[src/rtl/pwm_peripheral.sv]
// Register bank plus 16-channel PWM generator with one shared duty and a prescaled 8-bit period counter.
// Optional PWM_SHADOW_EN: duty is latched at each period start so mid-period writes never glitch a pulse.
module pwm_peripheral #(
  parameter int CLK_DIV  = 13,
  parameter int NUM_REGS = 5
) (
  input  logic        clk,
  input  logic        rst_n,
  input  logic        wr_en,
  input  logic [6:0]  wr_addr,
  input  logic [7:0]  wr_data,
  output logic        wr_err,
  output logic        period_start,
  output logic [15:0] uo_out
);

  localparam logic [15:0] PRESC_MAX = 16'(CLK_DIV - 1);

  logic [15:0] en_out;
  logic [15:0] pwm_en;
  logic [7:0]  duty;
  logic [7:0]  duty_act;
  logic [15:0] presc;
  logic [7:0]  pcnt_p0;
  logic        tick;
  logic        wrap;
  logic        addr_ok;
  logic        lvl_p0;

  // Duty 0xFF is full-on; otherwise high for the first duty steps of the period.
  function automatic logic pwm_level(input logic [7:0] cnt, input logic [7:0] d);
    return (d == 8'hFF) ? 1'b1 : (cnt < d);
  endfunction

  assign addr_ok = (wr_addr < 7'(NUM_REGS));
  assign tick    = (presc == PRESC_MAX);
  assign wrap    = tick && (pcnt_p0 == 8'hFF);

  always_ff @(posedge clk) begin
    if (!rst_n) begin
      en_out <= '0;
      pwm_en <= '0;
      duty   <= '0;
      wr_err <= 1'b0;
    end else begin
      wr_err <= wr_en && !addr_ok;
      if (wr_en && addr_ok) begin
        case (wr_addr)
          7'd0:    en_out[7:0]  <= wr_data;
          7'd1:    en_out[15:8] <= wr_data;
          7'd2:    pwm_en[7:0]  <= wr_data;
          7'd3:    pwm_en[15:8] <= wr_data;
          7'd4:    duty         <= wr_data;
          default: ;
        endcase
      end
    end
  end

  // Stage p0: prescaler and PWM step counter
  always_ff @(posedge clk) begin
    if (!rst_n) begin
      presc        <= '0;
      pcnt_p0      <= '0;
      period_start <= 1'b0;
    end else begin
      presc        <= tick ? 16'd0 : presc + 16'd1;
      period_start <= wrap;
      if (tick)
        pcnt_p0 <= pcnt_p0 + 8'd1;
    end
  end

`ifdef PWM_SHADOW_EN
  logic [7:0] duty_sh;

  // Non-blocking load picks up the pre-write duty when a write coincides with the wrap.
  always_ff @(posedge clk) begin
    if (!rst_n)
      duty_sh <= '0;
    else if (wrap)
      duty_sh <= duty;
  end

  assign duty_act = duty_sh;
`else
  assign duty_act = duty;
`endif

  assign lvl_p0 = pwm_level(pcnt_p0, duty_act);

  // Stage p1: registered pins
  always_ff @(posedge clk) begin
    if (!rst_n)
      uo_out <= '0;
    else
      uo_out <= en_out & (~pwm_en | {16{lvl_p0}});
  end

endmodule

[config.mk]
export PLATFORM = sky130hd
export DESIGN_NAME = pwm_peripheral
export DESIGN_NICKNAME = d
export VERILOG_FILES = /design/src/rtl/pwm_peripheral.sv
export SDC_FILE = /design/constraint.sdc
export NUM_CORES = 1
export LEC_CHECK = 0
export ABC_AREA = 1
export BUFFER_PORTS_ARGS = -buffer_cell sky130_fd_sc_hd__buf_2
export CAP_MARGIN = 20
export CORE_UTILIZATION = 55
export DETAILED_ROUTE_END_ITERATION = 16
export PLACE_DENSITY = 0.75
export SLEW_MARGIN = 20
export SYNTH_ARGS = -nofsm -noshare
export SYNTH_HDL_FRONTEND = slang
export SYNTH_SLANG_ARGS = --single-unit
[constraint.sdc]
create_clock -name clk -period 3.7 [get_ports clk]
set_input_delay 0.555 -clock clk [delete_from_list [all_inputs] [get_ports clk]]
set_output_delay 0.555 -clock clk [all_outputs]
set_load 0.005 [all_outputs]
==> summary.txt <==
Logic synthesis
  • Seq cells post-synth: 82
  • Synth Warn #: 0
  • Post-synth cell types: 31
  • Top cells by area, synth: dfxtp_1 (44%), nand2_1 (11%), inv_1 (8.4%)
  • Syn avg cell area: 7.10 um2
  • Synth Cell Area: roughly 3800 um2
  • Cells after Synth: between 500 and 600
  • Post-synth top area cell: dfxtp_1
  • Post-Synthesis Net Count: 558
  • Post-synthesis sequential area ratio: 43.6%
  • Post-synth top area share: 43.6%

Setup path
  • Req. time, crit path: 4.00 ns
  • Worst setup EP type: flip-flop
  • Crit-path cells: inv_1 -> ha_1 -> a21oi_1 -> nor2_1 -> nor3_1 -> nand2_1 -> nand3_1 -> nand2_1 -> inv_1
  • Reg-to-Reg Start: duty[5]
  • CP arrival: 2.18 ns
  • WS Path Type: flip-flop to flip-flop
  • CP delay by family, top: simple AND/OR/NAND/NOR gates
  • Critical path's slowest cell: nand2_1
  • Crit path max fanout: 16
  • Worst setup SP type: flip-flop
  • CP max stage delay: 0.42 ns
  • Critical Path Source: duty[5]
  • Worst Path Buf+Inv: 2

Power and ir drop
  • Tot Pwr: around 1.7 mW
  • Worst vdd ir: 0.257 mV
  • Pleak: 1.95 nW
  • P per Cell Area: 402 nW/um2

Timing
  • Max-slew headroom: 42.6%
  • Crit path time final: between 1.5 and 2 ns
  • Achievable Freq: around 0.53 GHz
  • # setup viols final: 0
  • Skew final: 0.0107 ns
  • Fin crit share: 50.8%
  • Total Neg Setup Slack: 0 ns
  • Count of final hold-check violations: 0
  • Slew @ Worst Pin: 0.861 ns
  • Unrepaired setup endpoints after global routing: no
  • Count of final max-slew check failures: 0

Cells and area
  • Area growth syn-to-layout: 11.1%
  • Design Area, Final: ~4200 um2
  • Number of diodes: 0
  • Non-filler cells, final: 642
  • Ratio of cells with drive above 1 in the final layout: between 10% and 20%
  • Final core occ: 64.7%
  • Final net count: 588

Clocking
  • Setup Buffers After CTS: 0
  • Clock transition at path regs: 0.09 ns
  • Clk_lat worst skew: 0.36 ns
  • Post-CTS Resized: 0
  • CTS Hold Bufs: 0
  • Root Buffer: clkbuf_8
  • Cts bufs inserted: 9
  • CTS tree: done
  • H-Tree Level Count: 3
  • Total clock sinks: a little over 80
  • Clock buffer depth: 2

Die
  • Initial core utilization: 58.2%
  • Die Span X: 84.7 um
  • Floorplan core area: 6460 um2
  • Die area: between 7000 and 8000 um2
  • I/O pin cnt: 36
  • # rows: 29
  • DIE HEIGHT: 84.7 um

Route
  • Via density: approximately 5.1
  • Antenna Nets Post-Route: 0
  • Initial drt markers: 156
  • Avg WL per Cell: around 12 um
  • Total iterations of the first detailed-routing run: 6
  • Routed wire length: 7.65 mm
  • Remaining DRCs: 0
  • Via count: roughly 3,300

Global route
  • Number of global-route vias before repair: slightly above 3,000
  • Initial antenna violation count: 0
  • First-pass GRT wire length: 13.5 mm
  • GRT Util Overall: 23.5%
  • GR Overflow Total: 0
  • Largest net degree at the start of global routing: 54

Placed design
  • Total placed cells including tap cells: 626
  • Detailed Place HPWL: 5.42 mm
  • Routability cong.: 0.914
  • Number of port buffers: 35
  • Placement Cell Area: between 3000 and 4000 um2

Hold path
  • Type of the tightest min-delay check: flip-flop to flip-flop
  • Worst hold start: pwm_en[9]

Flow run
  • MaxCap Viol Count: 0

Status
  • Status: finished clean
[cells in the final DEF (no fill, tap or decap), drive strengths merged, types with 9 or more instances in the layout]
| master | Yosys | routed |
|---|---|---|
| buf | 8 | 35 |
| nand4 | 21 | 21 |
| dfxtp | 82 | 82 |
| nand2 | 118 | 118 |
| nor3 | 10 | 10 |
| inv | 86 | 87 |
| nor2 | 79 | 79 |
| a21oi | 45 | 45 |
| clkbuf | 8 | 9 |
| nand3 | 30 | 30 |
| ha | 10 | 10 |
| o21ai | 21 | 21 |
[routing by layer]
metal	global-route usage (%)	vias up	part of all wire, %	routed length [um]
met4	8.94	0	1.7	128
met2	39.8	63	47	3560
met3	4.62	12	3.9	297
met5	0	-	0	0
li1	-	1720	-	-
met1	29.7	1466	48	3660
[worst paths after layout]
path / cells past startpoint / slack (ns) / end
max reg2reg: 9 / 1.82 / uo_out[15]
max: 9 / 1.82 / uo_out[15]
min reg2reg: 2 / 0.45 / pwm_en[9]
min: 2 / 0.45 / pwm_en[9]
[tightest hold or removal path, cell delays in order, from the launching register on]
cell     delay, ns
dfxtp_1       0.32
inv_1         0.05
a21oi_1       0.05
[report_power, final]
| part | leakage (nW) | internal, mW | switching [mW] |
|---|---|---|---|
| clock network | 0.106 | 0.384 | 0.336 |
| logic | 1.18 | 0.0202 | 0.0484 |
| registers | 0.661 | 0.886 | 0.00313 |
[logic make-up (layout without fill, tap and decap cells)]
group                    count (synthesis)  in the layout  share of synthesized area (%)
AND/OR/NAND/NOR                        261            261                           31.2
XOR/XNOR                                 8              8                           1.86
adder cells (fa/ha/maj)                 10             10                           3.33
flip-flops                              82             82                           43.6
buffers and inverters                  102            137                           10.7
AO/OA/AOI/OAI                           67             67                           9.28
[registers in the layout (all words and copies together), names as in the netlist]
| name | flops |
|---|---|
| wr_err | 1 |
| pwm_en | 16 |
| presc | 16 |
| duty | 8 |
| pcnt_p0 | 8 |
| en_out | 16 |
| uo_out | 16 |
| period_start | 1 |
[layout make-up]
type / count / area (um2)
clock buffer: 9 / 124
clock inverter: 7 / 101
fill: 612 / 2280
inverter: 86 / 323
multi-input combinational: 346 / 1720
sequential: 82 / 1640
tap: 77 / 96.3
timing repair buffer: 35 / 175
[stage by stage]
stage          worst slack (ns)  hold slack (ns)
2_1_floorplan              2.12            0.424
3_3_place_gp               1.66            0.435
3_5_place_dp               1.56            0.438
4_1_cts                    1.81            0.453
5_1_grt                    1.58            0.473
6_report                   1.82            0.450
[synthesized netlist by cell type (all sizes together)]
cell type / number
buf: 8
inv: 86
ha: 10
a21oi: 45
or2: 2
nor3: 10
nor4: 1
nor2: 79
xor2: 5
o211ai: 1
o21ai: 21
xnor2: 3
clkbuf: 8
nand2: 118
nand4: 21
dfxtp: 82
nand3: 30
(Power assumes the default switching activity.)
